==> src/rtl/gate_identifier_pkg.sv <==
// Shared constants and types for the 2-input gate characteriser.
package gate_id_pkg;

    // Classification codes reported on gate_code
    localparam logic [2:0] GC_AND     = 3'd0;
    localparam logic [2:0] GC_OR      = 3'd1;
    localparam logic [2:0] GC_NOT     = 3'd2;
    localparam logic [2:0] GC_NAND    = 3'd3;
    localparam logic [2:0] GC_NOR     = 3'd4;
    localparam logic [2:0] GC_XOR     = 3'd5;
    localparam logic [2:0] GC_XNOR    = 3'd6;
    localparam logic [2:0] GC_UNKNOWN = 3'd7;

    // Reference truth tables, bit index {a,b}
    localparam logic [3:0] TT_AND  = 4'b1000;
    localparam logic [3:0] TT_OR   = 4'b1110;
    localparam logic [3:0] TT_NOT  = 4'b0011;  // NOT(a), b ignored
    localparam logic [3:0] TT_NAND = 4'b0111;
    localparam logic [3:0] TT_NOR  = 4'b0001;
    localparam logic [3:0] TT_XOR  = 4'b0110;
    localparam logic [3:0] TT_XNOR = 4'b1001;

    // Settle/sample counters hold up to 15
    localparam int CNT_W = 4;

    typedef enum logic [1:0] {
        ST_IDLE,
        ST_SETTLE,
        ST_SAMPLE,
        ST_DONE
    } state_e;

endpackage

==> src/rtl/gate_identifier_if.sv <==
// Control, stimulus and result signals between the characteriser and its user.
interface gate_identifier_if;
    logic       start;
    logic       drive_a;
    logic       drive_b;
    logic       sense_y;
    logic       busy;
    logic       done;
    logic [3:0] truth_table;
    logic [2:0] gate_code;
    logic       unstable;

    // User side: issues start and closes the loop through the gate under test
    modport master (
        output start, sense_y,
        input  drive_a, drive_b, busy, done, truth_table, gate_code, unstable
    );

    // Characteriser side
    modport slave (
        input  start, sense_y,
        output drive_a, drive_b, busy, done, truth_table, gate_code, unstable
    );
endinterface

==> src/rtl/gate_identifier_classifier.sv <==
// Combinational truth-table matcher; any instability forces UNKNOWN.
module gate_classifier
    import gate_id_pkg::*;
(
    input  logic [3:0] tt_i,
    input  logic       unstable_i,
    output logic [2:0] gate_code_o
);

    // Match the sampled table against the known gate library
    always_comb begin
        gate_code_o = GC_UNKNOWN;
        if (!unstable_i) begin
            case (tt_i)
                TT_AND:  gate_code_o = GC_AND;
                TT_OR:   gate_code_o = GC_OR;
                TT_NOT:  gate_code_o = GC_NOT;
                TT_NAND: gate_code_o = GC_NAND;
                TT_NOR:  gate_code_o = GC_NOR;
                TT_XOR:  gate_code_o = GC_XOR;
                TT_XNOR: gate_code_o = GC_XNOR;
                default: gate_code_o = GC_UNKNOWN;
            endcase
        end
    end

endmodule

==> src/rtl/gate_identifier.sv <==
// Sweeps all four input vectors through an attached gate, samples its output
// and reports the resulting truth table and gate classification.
module gate_identifier
    import gate_id_pkg::*;
#(
    parameter int SETTLE_CYCLES = 2,
    parameter int SAMPLES       = 2
) (
    input logic         clk,
    input logic         rst,
    gate_identifier_if.slave bus
);

    if (SETTLE_CYCLES < 1 || SETTLE_CYCLES > 15) begin : g_bad_settle
        $error("gate_identifier: SETTLE_CYCLES out of range 1..15");
    end
    if (SAMPLES < 1 || SAMPLES > 15) begin : g_bad_samples
        $error("gate_identifier: SAMPLES out of range 1..15");
    end

    localparam logic [CNT_W-1:0] SETTLE_LAST = CNT_W'(SETTLE_CYCLES - 1);
    localparam logic [CNT_W-1:0] SAMPLE_LAST = CNT_W'(SAMPLES - 1);

    state_e           state_q, state_d;
    logic [CNT_W-1:0] cnt_q, cnt_d;
    logic [1:0]       vec_q, vec_d;

    logic [3:0]       tt_work_q;
    logic             unst_work_q;
    logic [3:0]       tt_q;
    logic [2:0]       code_q;
    logic             unst_q;
    logic             done_q;
    logic [2:0]       code_w;
    logic             sweeping;

    gate_classifier u_cls (
        .tt_i        (tt_work_q),
        .unstable_i  (unst_work_q),
        .gate_code_o (code_w)
    );

    // State, phase counter and vector index registers
    always_ff @(posedge clk) begin
        if (rst) begin
            state_q <= ST_IDLE;
            cnt_q   <= '0;
            vec_q   <= '0;
        end else begin
            state_q <= state_d;
            cnt_q   <= cnt_d;
            vec_q   <= vec_d;
        end
    end

    // Next state: settle then sample each vector in turn, then one DONE cycle
    always_comb begin
        state_d = state_q;
        cnt_d   = cnt_q;
        vec_d   = vec_q;
        case (state_q)
            ST_IDLE: begin
                if (bus.start) begin
                    state_d = ST_SETTLE;
                    cnt_d   = '0;
                    vec_d   = '0;
                end
            end
            ST_SETTLE: begin
                if (cnt_q == SETTLE_LAST) begin
                    state_d = ST_SAMPLE;
                    cnt_d   = '0;
                end else begin
                    cnt_d = cnt_q + 1'b1;
                end
            end
            ST_SAMPLE: begin
                if (cnt_q == SAMPLE_LAST) begin
                    cnt_d = '0;
                    if (vec_q == 2'd3) begin
                        state_d = ST_DONE;
                    end else begin
                        vec_d   = vec_q + 1'b1;
                        state_d = ST_SETTLE;
                    end
                end else begin
                    cnt_d = cnt_q + 1'b1;
                end
            end
            ST_DONE: begin
                state_d = ST_IDLE;
                vec_d   = '0;
            end
            default: state_d = ST_IDLE;
        endcase
    end

    // Sample accumulation during the sweep; results published from DONE
    always_ff @(posedge clk) begin
        if (rst) begin
            tt_work_q   <= '0;
            unst_work_q <= 1'b0;
            tt_q        <= '0;
            code_q      <= GC_UNKNOWN;
            unst_q      <= 1'b0;
            done_q      <= 1'b0;
        end else begin
            done_q <= (state_q == ST_DONE);
            if (state_q == ST_IDLE && bus.start) begin
                tt_work_q   <= '0;
                unst_work_q <= 1'b0;
            end
            if (state_q == ST_SAMPLE) begin
                if (cnt_q == '0) begin
                    tt_work_q[vec_q] <= bus.sense_y;
                end else if (bus.sense_y != tt_work_q[vec_q]) begin
                    unst_work_q <= 1'b1;
                end
            end
            if (state_q == ST_DONE) begin
                tt_q   <= tt_work_q;
                unst_q <= unst_work_q;
                code_q <= code_w;
            end
        end
    end

    assign sweeping        = (state_q == ST_SETTLE) || (state_q == ST_SAMPLE);
    assign bus.busy        = sweeping;
    assign bus.drive_a     = sweeping & vec_q[1];
    assign bus.drive_b     = sweeping & vec_q[0];
    assign bus.done        = done_q;
    assign bus.truth_table = tt_q;
    assign bus.gate_code   = code_q;
    assign bus.unstable    = unst_q;

endmodule

==> src/flat_wrapper.sv <==
// flat-port wrapper written by rule: the top's interface ports become plain ports
module gate_identifier_flat import gate_id_pkg::*;
#(
    parameter int SETTLE_CYCLES = 2,
    parameter int SAMPLES       = 2
)
  (clk, rst, bus_start, bus_sense_y, bus_drive_a, bus_drive_b, bus_busy, bus_done, bus_truth_table, bus_gate_code, bus_unstable);
  gate_identifier_if bus_i ();
  input logic clk;
  input logic rst;
  input wire logic [$bits(bus_i.start)-1:0] bus_start;
  input wire logic [$bits(bus_i.sense_y)-1:0] bus_sense_y;
  output wire logic [$bits(bus_i.drive_a)-1:0] bus_drive_a;
  output wire logic [$bits(bus_i.drive_b)-1:0] bus_drive_b;
  output wire logic [$bits(bus_i.busy)-1:0] bus_busy;
  output wire logic [$bits(bus_i.done)-1:0] bus_done;
  output wire logic [$bits(bus_i.truth_table)-1:0] bus_truth_table;
  output wire logic [$bits(bus_i.gate_code)-1:0] bus_gate_code;
  output wire logic [$bits(bus_i.unstable)-1:0] bus_unstable;
  assign bus_i.start = bus_start;
  assign bus_i.sense_y = bus_sense_y;
  assign bus_drive_a = bus_i.drive_a;
  assign bus_drive_b = bus_i.drive_b;
  assign bus_busy = bus_i.busy;
  assign bus_done = bus_i.done;
  assign bus_truth_table = bus_i.truth_table;
  assign bus_gate_code = bus_i.gate_code;
  assign bus_unstable = bus_i.unstable;
  gate_identifier #(.SETTLE_CYCLES(SETTLE_CYCLES), .SAMPLES(SAMPLES)) u_core (.clk(clk), .rst(rst), .bus(bus_i));
endmodule
==> config.mk <==
export PLATFORM = sky130hd
export DESIGN_NAME = gate_identifier_flat
export DESIGN_NICKNAME = d
export VERILOG_FILES = /design/src/rtl/gate_identifier_pkg.sv /design/src/rtl/gate_identifier_if.sv /design/src/rtl/gate_identifier_classifier.sv /design/src/rtl/gate_identifier.sv /design/src/flat_wrapper.sv
export SDC_FILE = /design/constraint.sdc
export NUM_CORES = 1
export LEC_CHECK = 0
export CAP_MARGIN = 20
export CORE_UTILIZATION = 53
export DETAILED_ROUTE_END_ITERATION = 10
export MAX_ROUTING_LAYER = met4
export PLACE_DENSITY = 0.77
export SYNTH_ARGS = -nofsm -noshare
export SYNTH_HDL_FRONTEND = slang
export SYNTH_SLANG_ARGS = --single-unit
==> constraint.sdc <==
create_clock -name clk -period 2.1 [get_ports clk]
set_input_delay 0.21 -clock clk [delete_from_list [all_inputs] [get_ports clk]]
set_output_delay 0.21 -clock clk [all_outputs]
set_load 0.02 [all_outputs]
==> Word level (Yosys, flattened, before mapping) <==
Cells that the tools add are included.
{ "totals": {"ramBits": 0, "reg_bits": 22, "mem_bits_ro": 0, "elab_cells": 70, "n_memories": 0, "out_inout_bits": 12, "latch_bits": 0, "input_bits": 4} }
{ "classes": {"n_reduce_logical": 11, "muxes": 27, "n_addsub": 2, "bitwise_logic": 2, "n_div": 0, "n_shift": 0, "multipliers": 0, "eq_ne": 17, "order_cmp": 2} }
{ "op_table": {"columns": ["cell", "n"], "rows": [
  ["2-to-1 mux 4 bit", 6],
  ["case mux 3 bit (7 select lines)", 1],
  ["2-to-1 mux 2 bit", 7],
  ["== test 4 bit (second input constant)", 3],
  ["== test 4 x 1 -> 1 bit (second input constant)", 2],
  ["== test 4 x 3 -> 1 bit (second input constant)", 2],
  ["case mux 2 bit (4 select lines)", 1],
  ["case mux 4 bit (2 select lines)", 1],
  ["== test 2 bit (second input constant)", 3],
  ["2-to-1 mux 1 bit", 6],
  ["case mux 2 bit (3 select lines)", 1],
  ["adder 4 x 1 -> 4 bit (second input constant)", 1],
  ["bitwise mux 4 bit", 1],
  ["== test 4 x 2 -> 1 bit (second input constant)", 1],
  ["zero test 4 bit", 1],
  ["!= test 2 x 1 -> 1 bit (second input constant)", 2],
  ["!= test 2 bit (second input constant)", 2],
  ["AND reduction 4 bit", 1],
  ["< comparator 2 x 3 -> 1 bit (second input constant)", 1],
  ["2-to-1 mux 3 bit", 1],
  ["AND reduction 3 bit", 1],
  ["nonzero test 3 bit", 1],
  ["adder 2 x 1 -> 2 bit (second input constant)", 1],
  ["AND 1 bit", 2],
  ["other kinds (11)", 12]
]} }

==> Longest topological paths before layout <==
Gate-level depths: netlist (run 1).
{ "logic_depth": {"word_depth": 7, "depth_mapped": 7, "mapped_depth_nobuf": 6} }

==> Hierarchy <==
From an unflattened synthesis (run 1), not the netlist that was laid out.
{ "hier_totals": {"hier_cells": 132, "area_unflattened_um2": 1257.5} }
{ "by_module_without_submodules": {"columns": ["module", "area_each_um2", "cells_each", "seq_area_each_um2", "instances"], "rows": [
  ["gate_identifier", 1173.6, 119, 440.4, 1],
  ["gate_classifier", 83.8, 13, 0.0, 1]
]} }

==> Worst setup path after synthesis (run 1) <==
OpenSTA, ideal clock, no wires.
{ "synth_path": {"path_type": "flip-flop to flip-flop", "startpoint": "reg u_core.state_q[0]", "endpoint": "reg u_core.cnt_q[3]", "n_path_buf": 0, "t_required_ns": 1.978, "period_less_slack_ns": 1.603, "slack_ns": 0.497, "setup_time_ns": 0.122, "path_stages_with_launch": 7, "arrival_ns": 1.482, "cell_sequence": "dfxtp_1 inv_1 ha_1 mux2_2 nand4_1 xor2_1 nor2_1"} }
{ "synth_between": {"elab_chain_len": 4, "elab_cells_between_ends": 8, "cone_classes": "3 x eq/ne; 1 x mux; 4 x reduce/logical"} }
{ "synth_rtl": {"columns": ["element", "line_no", "text"], "rows": [
  ["start: declaration", "gate_identifier.sv:24", "state_e state_q, state_d;"],
  ["start signal: assignment", "gate_identifier.sv:50", "state_q <= state_d;"],
  ["== test 2 x 1 -> 1 bit or == test 2 bit (tied branches)", "gate_identifier.sv:61", "case (state_q)"],
  ["OR reduction 2 bit (no source line)", null, null],
  ["nonzero test 2 bit (no source line)", null, null],
  ["AND reduction 2 bit (no source line)", null, null],
  ["end signal: assignment", "gate_identifier.sv:51", "cnt_q <= cnt_d;"],
  ["end: declaration", "gate_identifier.sv:25", "logic [CNT_W-1:0] cnt_q, cnt_d;"]
]} }
Several ways; a longest one is shown, not always the timed one.
A chain may end at the register's enable or synchronous reset.

==> Worst setup path in the final report (run 1) <==
{ "layout_path": {"startpoint": "reg u_core.state_q[0]", "endpoint": "out bus_drive_a"} }
{ "layout_between": {"elab_chain_len": 3, "elab_cells_between_ends": 4, "cone_classes": "2 x eq/ne; 1 x bitwise; 1 x reduce/logical"} }
{ "layout_rtl": {"columns": ["element", "line_no", "text"], "rows": [
  ["== test 2 x 1 -> 1 bit or == test 2 bit (tied branches)", "gate_identifier.sv:128", "assign sweeping = (state_q == ST_SETTLE) || (state_q == ST_SAMPLE);"],
  ["logical OR 1 bit *", "gate_identifier.sv:128", null],
  ["AND 1 bit *", "gate_identifier.sv:130", "assign bus.drive_a = sweeping & vec_q[1];"],
  ["end: declaration", "flat_wrapper.sv:13", "output wire logic [$bits(bus_i.drive_a)-1:0] bus_drive_a;"]
]} }
Every way passes the cells marked *; elsewhere a longest branch is shown, timed or not.

==> metrics.log, run 1 <==
INFO  metric outcome = complete, no violations
INFO  metric postSynth.asyncResetShare = 0%
INFO  metric maxClockFrequency = 509 MHz
INFO  metric rr_worst_depth = 6
INFO  metric worst-endpoint-required = 1.89 ns
INFO  metric switching_share = 37.6%
INFO  metric tritoncts_num_sinks = 22
INFO  metric final_common_cell = sky130_fd_sc_hd__dfxtp_1
INFO  metric setup_total_negative_slack = 0 ns
INFO  metric ff_latch_area = 440 µm²
INFO  metric synth_area_leaders = sky130_fd_sc_hd__dfxtp_1, sky130_fd_sc_hd__ha_1, sky130_fd_sc_hd__nand3_1
INFO  metric filler_cell_count = 176
INFO  metric clockBufferDepth = 2
INFO  metric cellPowerDensity = 878 nW/µm²
INFO  metric core_area = 2040 µm²
INFO  metric setup.worst_path.end_class = output pin
INFO  metric place_inst = 171
INFO  metric cts_root_buffer = sky130_fd_sc_hd__clkbuf_4
INFO  metric number_of_max_capacitance_violations_reported = 0
INFO  metric final_antenna_net_count = 0
INFO  metric initial_core_util = 58.5%
INFO  metric number_of_rows_created_at_floorplan = 16
INFO  metric number_of_flops_mapped_to_enable_cells_by_yosys = 0
INFO  metric worst_slack = 0.137 ns
INFO  metric synth.yosys.warnings = 0
INFO  metric drcViolationCount = 0
INFO  metric post_synth_inst_count = 133
INFO  metric hold_slack = 0.508 ns
INFO  metric ys_seq_elements = 22
INFO  metric portBuffers = 15
INFO  metric route.vias.total = 978
INFO  metric timing.critical_path.arrival = 1.75 ns
INFO  metric fin_cells = 175
INFO  metric grt_antenna_before_repair = 0
INFO  metric period_share = 93.5%
INFO  metric clkSlewWorstSetupHoldPaths = 0.13 ns
INFO  metric cts_tree = built
INFO  metric pre_cts_ws = 0.207 ns
INFO  metric synth.lib_cells_used.distinct = 36
INFO  metric finalHoldViolations = 0
INFO  metric post_dp_hpwl = 1810 µm
INFO  metric timing.critical_path.from = u_core.state_q[0]
INFO  metric p_leak = 0.520 nW
INFO  metric final_util = 68.6%
INFO  metric timing.slew.headroom = 67.9%
INFO  metric place.gp.congestion = 0.845
INFO  metric fp.dieArea = 2450 µm²
INFO  metric htreeDepth = 1
INFO  metric cts_setup_buffers = 0
INFO  metric drt_first_iter_violations = 16
INFO  metric power.internal = 0.767 mW
INFO  metric timing.reg2reg.setup_slack = 0.44 ns
INFO  metric finalWorstPathRequiredPeriod = 1.96 ns
INFO  metric timing.critical_path.fanout_max = 8
INFO  metric grt_first_pass_wirelength = 4110 µm
INFO  metric nets = 163
INFO  metric postSynthAreaPerCell = 8.98 µm²
INFO  metric vdd.ir_drop.worst = 1.03 mV
INFO  metric worst_clock_skew = 0.00670 ns
INFO  metric seq_power_share = 39.7%
INFO  metric numCtsBuffers = 3
INFO  metric synth_largest_type_area_fraction = 36.9%
INFO  metric route.detailed.vias_per_inst = 5.59
INFO  metric multiInputGateArea = 707 µm²
INFO  metric wl = 2450 µm
INFO  metric grt_max_degree = 14
INFO  metric cp-start-kind = flip-flop
INFO  metric track_usage = 22.7%
INFO  metric crit_type = reg2out
INFO  metric syn_nets = 147
INFO  metric globalRoute.totalOverflow = 0
INFO  metric clk_latency = 0.31 ns
INFO  metric regToRegStartpoint = u_core.state_q[0]
INFO  metric seq_area_frac_synth = 36.9%
INFO  metric power.share.combinational = 41.1%
INFO  metric grt_setup_unrepaired = false
INFO  metric timing.hold.worst_path_depth = 2
INFO  metric synth-main-ff-cell = sky130_fd_sc_hd__dfxtp_1
INFO  metric clock_power_share = 19.2%
INFO  metric layout_common_cells = sky130_fd_sc_hd__dfxtp_1, sky130_fd_sc_hd__nand3_1, sky130_fd_sc_hd__clkdlybuf4s50_1, sky130_fd_sc_hd__nor2_1, sky130_fd_sc_hd__a21oi_1
INFO  metric die_height = 49.5 µm
INFO  metric min_from = u_core.bus.truth_table[2]
INFO  metric hold_class = reg2reg
INFO  metric drive_gt1_share = 7.43%
INFO  metric finalMaxSlewViolations = 0
INFO  metric timing_worst_slew_pin_value = 0.480 ns
INFO  metric p_sw = 0.463 mW
INFO  metric finalSetupViolCount = 0
INFO  metric grt_pass1_vias = 909
INFO  metric insertedDiodeCount = 0
INFO  metric first_pass_iters = 4
INFO  metric io_pins = 16
INFO  metric r2r_end = u_core.state_q[1]
INFO  metric avgRoutedWirePerCell = 14.0 µm
INFO  metric die_w = 49.5 µm
INFO  metric cts_hold_buf = 0
INFO  metric area_delta_synth_final = 17.3%
INFO  metric yosys.area.top_type = sky130_fd_sc_hd__dfxtp_1
INFO  metric netlist_area = 1190 µm²
INFO  metric hold-path-endpoint = u_core.bus.truth_table[2]
-- synthesized netlist by cell type (3+ instances only) --
| cell type | n |
|---|---|
| sky130_fd_sc_hd__o21ai_0 | 5 |
| sky130_fd_sc_hd__clkbuf_1 | 3 |
| sky130_fd_sc_hd__mux2i_1 | 6 |
| sky130_fd_sc_hd__a21oi_1 | 10 |
| sky130_fd_sc_hd__nand2_1 | 6 |
| sky130_fd_sc_hd__dfxtp_1 | 22 |
| sky130_fd_sc_hd__nor2_1 | 11 |
| sky130_fd_sc_hd__inv_1 | 8 |
| sky130_fd_sc_hd__and2_1 | 4 |
| sky130_fd_sc_hd__nor2b_1 | 5 |
| sky130_fd_sc_hd__nand3_1 | 15 |
| sky130_fd_sc_hd__ha_1 | 10 |
-- registers in the layout, summed over array words and instances (netlist names) --
name	flops
u_core.bus.done	1
u_core.bus.gate_code	3
u_core.bus.truth_table	4
u_core.bus.unstable	1
u_core.cnt_q	4
u_core.state_q	2
u_core.tt_work_q	4
u_core.unst_work_q	1
u_core.vec_q	2
-- worst max path at each step --
stage | end | slack (ns)
after global routing | bus_drive_b | 0.02
after floorplan | u_core.cnt_q[3] | 0.50
after detailed placement | bus_drive_a | 0.21
after global placement | bus_drive_a | 0.27
final | bus_drive_a | 0.14
after CTS | bus_drive_a | 0.12
-- power groups by stage --
stage / combinational, mW / clock [mW] / sequential (mW)
detailed placement: 0.501 / 0 / 0.498
floorplan: 0.377 / 0 / 0.490
CTS: 0.506 / 0.240 / 0.488
global placement: 0.482 / 0 / 0.494
finish: 0.505 / 0.236 / 0.489
global route: 0.560 / 0.260 / 0.494
-- metrics by stage --
step / power (mW) / area, µm²
floorplan: 0.867 / 1190
global placement: 0.977 / 1370
detailed placement: 0.998 / 1370
CTS: 1.23 / 1400
global route: 1.31 / 1400
finish: 1.23 / 1400
-- logic make-up (layout without fill, tap and decap cells) --
group	after synthesis	in the layout	synth area share, %
XOR/XNOR	4	4	2.93
AND/OR/NAND/NOR	52	52	25.0
AO/OA/AOI/OAI	24	24	12.7
buffers and inverters	13	28	4.19
flip-flops	22	22	36.9
adder cells (fa/ha/maj)	10	10	10.5
multiplexers	8	8	7.85
-- metal layers --
metal,vias to the layer above,wire length [µm],GRT usage [%]
li1,495,-,-
met1,461,1140,26.9
met2,20,1210,38.4
met3,2,90,6.48
met4,0,15,4.29
met5,-,0,-
-- worst max-delay path, cell delays in order, from the launching register on --
cell,delay (ns)
sky130_fd_sc_hd__dfxtp_1,0.41
sky130_fd_sc_hd__inv_1,0.12
sky130_fd_sc_hd__ha_2,0.42
sky130_fd_sc_hd__and2_1,0.16
sky130_fd_sc_hd__dlygate4sd2_1,0.33
-- cell type report --
type                    instances  area share (%)
well taps                      27            2.41
multi-input cells              98            50.4
flip-flops and latches         22            31.4
inverters                       8            2.14
clock buffers                   4            2.59
repair buffers                 16            11.0
-- timing repair --
action / 4_1_cts / 5_1_grt
setup endpoints to repair: 3 / 0
hold endpoints to repair: 0 / 0
gates resized for setup: 4 / 0
Power figures use the tool's default switching activity.
==> inputs of run 2 (changes only) <==
--- a/config.mk
+++ b/config.mk
@@ -6,10 +6,12 @@
 export NUM_CORES = 1
 export LEC_CHECK = 0
 export CAP_MARGIN = 20
-export CORE_UTILIZATION = 53
+export CELL_PAD_IN_SITES_DETAIL_PLACEMENT = 0
+export CELL_PAD_IN_SITES_GLOBAL_PLACEMENT = 1
+export CORE_UTILIZATION = 40
 export DETAILED_ROUTE_END_ITERATION = 10
 export MAX_ROUTING_LAYER = met4
-export PLACE_DENSITY = 0.77
+export PLACE_DENSITY_LB_ADDON = 0.1
 export SYNTH_ARGS = -nofsm -noshare
 export SYNTH_HDL_FRONTEND = slang
 export SYNTH_SLANG_ARGS = --single-unit
==> run 2 against run 1 <==
Against the previous run:
- die area is 31% higher
- global-route usage is 4.4 points lower
- worst hold slack worse by 0.0064 ns
- register-to-register slack improved by 0.05 ns
- wire length grew 2.2%
- first-iteration DRC count grew to 2.6 times the previous value
- count of clock-buffer cells in the layout is 1 lower
- final cell count rose by 2.3%
- sequential share of layout area is 0.55 points lower
==> metrics.log, run 2 (synthesis results as in run 1) <==
INFO  metric outcome = complete, no violations
INFO  metric timing_worst_slew_pin_value = 0.471 ns (-0.00918 ns)
INFO  metric grt_antenna_before_repair = 0 (unchanged)
INFO  metric fin_cells = 179 (+2.3%)
INFO  metric timing.reg2reg.setup_slack = 0.49 ns (+0.05 ns)
INFO  metric cellPowerDensity = 930 nW/µm² (+5.9%)
INFO  metric finalHoldViolations = 0 (unchanged)
INFO  metric timing.critical_path.arrival = 1.71 ns (-0.04 ns)
INFO  metric maxClockFrequency = 520 MHz (+2.1%)
INFO  metric die_height = 56.7 µm (+15%)
INFO  metric regToRegStartpoint = u_core.state_q[0]
INFO  metric timing.slew.headroom = 68.6% (+0.71 points)
INFO  metric initial_core_util = 43.0% (-16 points)
INFO  metric worst_clock_skew = 0.00516 ns (-0.00154 ns)
INFO  metric wl = 2510 µm (+2.2%)
INFO  metric cts_root_buffer = sky130_fd_sc_hd__clkbuf_4
INFO  metric number_of_max_capacitance_violations_reported = 0 (unchanged)
INFO  metric final_util = 51.3% (-17 points)
INFO  metric clkSlewWorstSetupHoldPaths = 0.13 ns (about the same)
INFO  metric core_area = 2780 µm² (+36%)
INFO  metric filler_cell_count = 274 (+56%)
INFO  metric final_common_cell = sky130_fd_sc_hd__dfxtp_1
INFO  metric first_pass_iters = 5 (+1)
INFO  metric grt_first_pass_wirelength = 4450 µm (+8.4%)
INFO  metric crit_type = reg2out
INFO  metric die_w = 56.7 µm (+15%)
INFO  metric finalMaxSlewViolations = 0 (unchanged)
INFO  metric finalSetupViolCount = 0 (unchanged)
INFO  metric timing.critical_path.fanout_max = 8 (unchanged)
INFO  metric grt_max_degree = 14 (unchanged)
INFO  metric grt_setup_unrepaired = false
INFO  metric cts_tree = built
INFO  metric cp-start-kind = flip-flop
INFO  metric place.gp.congestion = 0.715 (-15%)
INFO  metric globalRoute.totalOverflow = 0 (unchanged)
INFO  metric nets = 163 (unchanged)
INFO  metric area_delta_synth_final = 19.4%
INFO  metric portBuffers = 15 (unchanged)
INFO  metric numCtsBuffers = 3 (unchanged)
INFO  metric io_pins = 16 (unchanged)
INFO  metric clk_latency = 0.32 ns (about the same)
INFO  metric fp.dieArea = 3210 µm² (+31%)
INFO  metric layout_common_cells = sky130_fd_sc_hd__dfxtp_1, sky130_fd_sc_hd__nand3_1, sky130_fd_sc_hd__clkdlybuf4s50_1, sky130_fd_sc_hd__nor2_1, sky130_fd_sc_hd__a21oi_1
INFO  metric p_leak = 0.537 nW (+3.3%)
INFO  metric postPlaceCellArea = 1370 µm² (+0.37%)
INFO  metric r2r_end = u_core.state_q[1]
INFO  metric track_usage = 18.3% (-4.4 points)
INFO  metric insertedDiodeCount = 0 (unchanged)
INFO  metric number_of_rows_created_at_floorplan = 19 (+3)
INFO  metric hold-path-endpoint = u_core.bus.gate_code[0]
INFO  metric grt_pass1_vias = 972 (+6.9%)
INFO  metric layout.cell_area.non_filler = 1430 µm² (+1.8%)
INFO  metric setup_total_negative_slack = 0 ns (unchanged)
INFO  metric place_inst = 175 (+2.3%)
INFO  metric cts_setup_buffers = 0 (unchanged)
INFO  metric finalWorstPathRequiredPeriod = 1.92 ns (-0.0412 ns)
INFO  metric drcViolationCount = 0 (unchanged)
INFO  metric hold_class = reg2reg
INFO  metric route.detailed.vias_per_inst = 5.60 (+0.16%)
INFO  metric timing.hold.worst_path_depth = 2 (unchanged)
INFO  metric period_share = 91.5% (-2.0 points)
INFO  metric min_from = u_core.bus.gate_code[0]
INFO  metric worst-endpoint-required = 1.89 ns (about the same)
INFO  metric rr_worst_depth = 6 (unchanged)
INFO  metric tritoncts_num_sinks = 22 (unchanged)
INFO  metric route.vias.total = 1002 (+2.5%)
INFO  metric timing.critical_path.from = u_core.state_q[1]
INFO  metric drt_first_iter_violations = 42 (+26)
INFO  metric htreeDepth = 1 (unchanged)
INFO  metric vdd.ir_drop.worst = 0.738 mV (-28%)
INFO  metric clockBufferDepth = 2 (unchanged)
INFO  metric avgRoutedWirePerCell = 14.0 µm (-0.12%)
INFO  metric setup.worst_path.end_class = output pin
INFO  metric post_dp_hpwl = 1880 µm (+3.6%)
INFO  metric drive_gt1_share = 7.43% (unchanged)
INFO  metric final_antenna_net_count = 0 (unchanged)
==> run 2: cell type report <==
type / instances / area, µm² / area share, %
multi-input combinational: 98 / 707 / 49.6
clock buffer: 3 / 22.5 / 1.58
clock inverter: 1 / 30.0 / 2.11
timing repair buffer: 16 / 158 / 11.1
inverter: 8 / 30.0 / 2.11
tap: 31 / 38.8 / 2.72
sequential: 22 / 440 / 30.9
==> run 2: critical path: stages, from the launching register on <==
cell and delay, ns:
sky130_fd_sc_hd__dfxtp_1 0.41, sky130_fd_sc_hd__inv_1 0.12, sky130_fd_sc_hd__ha_2 0.40, sky130_fd_sc_hd__and2_1 0.13, sky130_fd_sc_hd__dlygate4sd2_1 0.33
==> run 2: worst max-delay path by stage <==
stage / to / slack [ns] / cells past startpoint
after floorplan: u_core.cnt_q[3] / 0.50 / 6
after global placement: bus_drive_b / 0.28 / 4
after detailed placement: bus_drive_b / 0.23 / 4
after CTS: bus_busy / 0.0004 / 3
after global routing: bus_drive_b / 0.07 / 4
final: bus_drive_b / 0.18 / 4
==> run 2: per-stage QoR <==
stage / setup slack, ns / hold slack, ns / power (mW)
2_1_floorplan: 0.497 / 0.358 / 0.867
4_1_cts: 0.000371 / 0.506 / 1.34
6_report: 0.178 / 0.502 / 1.33
3_3_place_gp: 0.275 / 0.472 / 0.987
5_1_grt: 0.0681 / 0.543 / 1.42
3_5_place_dp: 0.230 / 0.485 / 0.998
==> run 2: what timing repair did <==
| item | 4_1_cts | 5_1_grt |
|---|---|---|
| gates resized for setup | 3 | 1 |
| hold buffers | 0 | 0 |
| setup endpoints to repair | 3 | 1 |
==> run 2: metal layers <==
metal	routed length, µm	global-route usage (%)	vias to the layer above
li1	-	-	498
met1	1230	22.8	472
met2	1160	29.9	26
met3	79	2.30	6
met4	34	7.32	0
met5	0	-	-
==> run 2: power breakdown <==
group / internal [mW] / switching, mW / leakage, nW
clock: 0.193 / 0.141 / 0.0279
combinational: 0.222 / 0.281 / 0.331
sequential: 0.447 / 0.0428 / 0.178
total: 0.862 / 0.465 / 0.537
